File: src/rtl/gpio_input_conditioner.sv
// Board KEY/SW front end: synchronise, debounce per bit, pack into the GPIO input word, KEY edge pulses.
// Define GPIO_COND_FAST_SIM_EN to shorten the debounce threshold to 4 cycles (simulation only).
module gpio_input_conditioner #(
  parameter int unsigned W_KEY          = 4,
  parameter int unsigned W_SW           = 18,
  parameter int unsigned KEY_ACTIVE_LOW = 1,
  parameter int unsigned SYNC_STAGES    = 2,
  parameter int unsigned DB_CYCLES      = 500000
) (
  input  logic              clk,
  input  logic              reset,
  input  logic [W_KEY-1:0]  key_i,
  input  logic [W_SW-1:0]   sw_i,
  output logic [31:0]       gpio_o,
  output logic [W_KEY-1:0]  key_press_o,
  output logic [W_KEY-1:0]  key_release_o
);

  localparam int unsigned W_IN = W_KEY + W_SW;
  localparam int unsigned CW   = $clog2(DB_CYCLES);
`ifdef GPIO_COND_FAST_SIM_EN
  localparam int unsigned THRESH = 4;
`else
  localparam int unsigned THRESH = DB_CYCLES;
`endif
  localparam logic [CW-1:0] CNT_MAX = CW'(THRESH - 1);

  logic [W_KEY-1:0] key_lvl;
  logic [W_IN-1:0]  raw;
  logic [W_IN-1:0]  sync_q [SYNC_STAGES];
  logic [W_IN-1:0]  s;
  logic [W_IN-1:0]  db;
  logic [CW-1:0]    cnt [W_IN];
  logic [W_KEY-1:0] key_db;
  logic [W_KEY-1:0] key_shown;

  // Keys are normalised to 1 = pressed before they enter the synchroniser.
  assign key_lvl = (KEY_ACTIVE_LOW != 0) ? ~key_i : key_i;
  assign raw     = {key_lvl, sw_i};
  assign s       = sync_q[SYNC_STAGES-1];

  always_ff @(posedge clk) begin
    if (reset) begin
      for (int unsigned i = 0; i < SYNC_STAGES; i++) sync_q[i] <= '0;
    end else begin
      sync_q[0] <= raw;
      for (int unsigned i = 1; i < SYNC_STAGES; i++) sync_q[i] <= sync_q[i-1];
    end
  end

  // Per-bit stability counter; any return to the accepted level restarts it.
  always_ff @(posedge clk) begin
    if (reset) begin
      db <= '0;
      for (int unsigned b = 0; b < W_IN; b++) cnt[b] <= '0;
    end else begin
      for (int unsigned b = 0; b < W_IN; b++) begin
        if (s[b] == db[b]) begin
          cnt[b] <= '0;
        end else if (cnt[b] != CNT_MAX) begin
          cnt[b] <= cnt[b] + CW'(1);
        end else begin
          db[b]  <= s[b];
          cnt[b] <= '0;
        end
      end
    end
  end

  assign key_db    = db[W_IN-1:W_SW];
  assign key_shown = gpio_o[W_IN-1:W_SW];

  // Pulses are aligned with the cycle in which gpio_o first shows the new key level.
  always_ff @(posedge clk) begin
    if (reset) begin
      gpio_o        <= '0;
      key_press_o   <= '0;
      key_release_o <= '0;
    end else begin
      gpio_o        <= 32'(db);
      key_press_o   <= key_db & ~key_shown;
      key_release_o <= ~key_db & key_shown;
    end
  end

endmodule

File: config.mk
export PLATFORM = sky130hd
export DESIGN_NAME = gpio_input_conditioner
export DESIGN_NICKNAME = d
export VERILOG_FILES = /design/src/rtl/gpio_input_conditioner.sv
export SDC_FILE = /design/constraint.sdc
export NUM_CORES = 1
export LEC_CHECK = 0
export ABC_CLOCK_PERIOD_IN_PS = 2300
export BUFFER_PORTS_ARGS = -buffer_cell sky130_fd_sc_hd__buf_2
export CAP_MARGIN = 40
export CORE_ASPECT_RATIO = 0.5
export CORE_MARGIN = 2
export CORE_UTILIZATION = 40
export CTS_CLUSTER_SIZE = 10
export DETAILED_ROUTE_END_ITERATION = 10
export GPL_TIMING_DRIVEN = 0
export PLACE_DENSITY_LB_ADDON = 0.25
export SYNTH_ARGS = -nofsm -noshare
export SYNTH_HDL_FRONTEND = slang
export SYNTH_SLANG_ARGS = --single-unit
File: constraint.sdc
create_clock -name clk -period 2.3 [get_ports clk]
set_input_delay 0.115 -clock clk [delete_from_list [all_inputs] [get_ports clk]]
set_output_delay 0.115 -clock clk [all_outputs]
set_load 0.01 [all_outputs]
==> impl_metrics.csv <==
group,metric,value,unit
worst_setup_path,critical_path_arrival,2.60,ns
sta,max_slew.worst_pin.slew,0.712,ns
detailed_routing,route.vias.total,19200,
floorplanning,core.rowCount,66,
detailed_routing,drt-wirelength-per-cell,13.0,um
global_routing,met2_resource_use_gr,25.7,%
worst_setup_path,worstPathRequired,2.67,ns
detailed_routing,dr.first_iter.drc_count,1008,
logic_synthesis,netlist.top_cell.by_area,"edfxtp_1",
power,p_leak,10.8,nW
detailed_routing,dr.pass1.iters,8,
logic_synthesis,most_instantiated_flip_flop_cell_in_the_synthesis_netlist,"edfxtp_1",
clock_network,worstSkewPairLatency,0.61,ns
clock_network,clkSlewWorstSetupHoldPaths,0.06,ns
sta,setup_viol_count_final,0,
detailed_routing,totalWireLength,51.9,mm
floorplanning,initial_utilization,40.3,%
logic_synthesis,synth_top_cell_area_share,48.2,%
place,placed_cells,3840,
outcome,status,"finished clean",
worst_setup_path,critical_path.startpoint_type,"flip-flop",
power,design_power_total,19.9,mW
detailed_routing,drcViolationCount,0,
global_routing,grt_usage,15.5,%
power,clock_power_share,41.3,%
floorplanning,die_h,184,um
logic_synthesis,synth_area_leaders,"edfxtp_1 (48%), dfxtp_1 (7.4%), xnor2_1 (5.1%)",
clock_network,cts_max_level,2,
global_routing,grt.busiest_layer,"met2",
logic_synthesis,synth_warnings,0,
final_layout,ant_diodes,0,
clock_network,tritoncts_num_sinks,514,
global_routing,grt_util_met3,2.33,%
place,detailedPlacementHpwl,36.5,mm
power,net_load_switching_power,4.48,mW
power,seq_pwr_share,54.1,%
final_layout,finalNetCount,3117,
logic_synthesis,synth.cell_area,0.0260,mm2
worst_setup_path,cpMaxStageDelayCell,"or4_4",
logic_synthesis,synth.distinct_cells,55,
power,worst_ir_drop_vdd,0.593,mV
global_routing,grt_util_met1,21.0,%
sta,grt_setup_unrepaired,"false",
logic_synthesis,avgSynthCellArea,10.6,um2
global_routing,largest_net_degree_at_the_start_of_global_routing,15,
detailed_routing,viasPerCell,4.80,
sta,holdWs,0.156,ns
sta,timing.final.crit_period,2.23,ns
place,place_congestion,0.820,
floorplanning,fp.dieArea,0.0673,mm2
logic_synthesis,synth_async_sr_flop_share,0,%
floorplanning,die_w,365,um
sta,timing.final.crit_share,96.8,%
logic_synthesis,netlist_instances,2468,
logic_synthesis,postSynthRegisterBits,514,
final_layout,final_cells,4003,
detailed_routing,postRouteAntennaNets,0,
worst_setup_path,critical_path.endpoint_type,"flip-flop",
power,power.internal,15.4,mW
global_routing,grt_pass1_wl,86.1,mm
final_layout,post-route-util,48.7,%
sta,timing.slew.headroom,52.6,%
place,portBuffers,53,
floorplanning,core_area,0.0647,mm2
worst_setup_path,max_stage_delay,0.57,ns
final_layout,drive_gt1_share,8.27,%
worst_hold_path,min-delay-path-class,"input pin to flip-flop",
place,dpl_worst_slack,-1.00,ns
worst_setup_path,timing_worst_setup_path_type,"flip-flop to flip-flop",
sta,timing.final.hold_violations,0,
clock_network,numCtsBuffers,57,
final_layout,syn2layout_area_growth,20.9,%
power,share_comb_of_total_power,4.5,%
logic_synthesis,ys_seq_area_share,55.6,%
global_routing,grt_pass1_vias,18000,
global_routing,grt_overflow_total,0,
clock_network,tritoncts,"yes",
sta,achievable-frequency,449,MHz
clock_network,clk_root_buffer_cell,"clkbuf_16",
worst_setup_path,timing.critical_path.fanout_max,5,
power,power_density,633,mW/mm2
worst_setup_path,cp_cell_sequence,"or4b_1, or4_4, o21ai_4, buf_4, nor2_1",
global_routing,grt_antenna_before_repair,1,
clock_network,clock_path_buffers,3,
power,switching_share,22.5,%
floorplanning,floorplan.io_pins,64,
sta,layout_setup_ws,0.0732,ns
job,timing.max_cap.violations,0,
logic_synthesis,synth_enable_flop_cells,418,
sta,skew,0.0284,ns
sta,slew_violations,0,
## cell families after synthesis
group / share of synthesized area [%]
AO/OA/AOI/OAI: 6.37
XOR/XNOR: 9.72
adder cells (fa/ha/maj): 1.06
buffers and inverters: 2.57
flip-flops: 55.6
other: 0.0288
AND/OR/NAND/NOR: 24.7
## worst paths after layout
kind         slack, ns  depth (start not counted)                startpoint                   endpoint
max reg2reg       0.07                          5  cnt[1][44]$_SDFFCE_PP0P_   cnt[1][52]$_SDFFCE_PP0P_
min reg2reg       0.42                          1     gpio_o[21]$_SDFF_PP0_  key_press_o[3]$_SDFF_PP0_
max               0.07                          5  cnt[1][44]$_SDFFCE_PP0P_   cnt[1][52]$_SDFFCE_PP0P_
min               0.16                          3                     reset   cnt[2][61]$_SDFFCE_PP0P_
## state kept, by name (all words and copies together), names as in the netlist
name,flops
cnt,418
gpio_o,22
db,22
key_press_o,4
key_release_o,4
sync_q,44
## metal layers
layer  routed length [um]  up-vias  part of all wire (%)
li1                     -     9885                     -
met1                25000     9026                    48
met2                24000      207                    46
met3                 1670       78                   3.2
met4                 1190        0                   2.3
met5                    0        -                     0
## worst max-delay path: cells and delay by family (launching register included)
kind                   cells  cell delay, ns
and+or+nand+nor            3            1.13
buffers and inverters      1            0.19
DFF                        1            0.42
AOI/OAI and AO/OA          1            0.25
## stage by stage
step / setup TNS (ns) / cell area, um2
final: 0 / 31500
after detailed placement: -99.23 / 29100
after global placement: -234.93 / 29000
after CTS: 0 / 31200
after global routing: 0 / 31500
after floorplan: 0 / 27600
## cells in the final DEF (no fill, tap or decap), drive strengths merged, types with 49 or more instances in the layout
| cell | netlist | layout |
|---|---|---|
| dfxtp | 96 | 96 |
| or4 | 65 | 65 |
| nand3 | 132 | 132 |
| nor2b | 66 | 66 |
| nand2 | 132 | 132 |
| o31ai | 49 | 49 |
| xnor2 | 152 | 152 |
| xor2 | 137 | 137 |
| edfxtp | 418 | 418 |
| a21oi | 126 | 126 |
| buf | 20 | 120 |
| nor4 | 60 | 60 |
| o21ai | 78 | 79 |
| inv | 86 | 88 |
| nand4 | 111 | 111 |
| or3 | 87 | 87 |
| conb | 2 | 428 |
| clkbuf | 56 | 156 |
| nor2 | 351 | 351 |
## synth_stat cells (3+ instances only)
| cell | instances |
|---|---|
| and2_1 | 12 |
| xor2_1 | 137 |
| dfxtp_1 | 96 |
| buf_2 | 5 |
| a21bo_2 | 3 |
| and3_1 | 21 |
| or4b_1 | 4 |
| xnor2_1 | 152 |
| and4_1 | 36 |
| o31ai_1 | 48 |
| nand4_1 | 108 |
| nor4bb_1 | 9 |
| or4_4 | 3 |
| nor2b_1 | 66 |
| nand3_1 | 131 |
| nor2_1 | 351 |
| ha_1 | 22 |
| nand4_2 | 3 |
| inv_1 | 86 |
| clkbuf_1 | 54 |
| or4b_2 | 3 |
| or4_1 | 62 |
| or2_2 | 15 |
| o21a_1 | 3 |
| o21ai_0 | 71 |
| nor4b_1 | 23 |
| a31o_2 | 3 |
| nand2_1 | 132 |
| o21ba_2 | 3 |
| a21o_1 | 3 |
| or3_1 | 87 |
| edfxtp_1 | 418 |
| nand2b_1 | 15 |
| nand4b_1 | 5 |
| o21bai_2 | 3 |
| nor3b_1 | 5 |
| a21oi_1 | 125 |
| o21bai_1 | 7 |
| o21ai_1 | 5 |
| buf_4 | 12 |
| nor4_1 | 60 |
| nor3_1 | 44 |
## timing repair
item                                    in CTS  in global routing
hold endpoints to repair                    22                  0
pin swaps                                    3                 10
buffers inserted                             6                 32
gates cloned                                 0                  2
hold buffers                                22                  0
endpoints found under the setup margin     213                209
resized for setup                           33                 30
## power groups by stage
stage / clock network [mW] / logic, mW / registers [mW]
2_1_floorplan: 0 / 0.625 / 10.9
3_3_place_gp: 0 / 0.784 / 11.0
3_5_place_dp: 0 / 0.816 / 11.0
4_1_cts: 8.52 / 0.864 / 10.8
5_1_grt: 8.91 / 1.04 / 10.8
6_report: 8.24 / 0.901 / 10.8
## final cells by class
type	count	area, um2
fillers	6009	33200
well taps	884	1110
inverters	86	323
clock inverters	2	17.5
flip-flops and latches	514	14500
clock buffers	105	1610
plain buffers	70	354
multi-input cells	2219	12700
repair buffers	123	910
(Power assumes the default switching activity.)
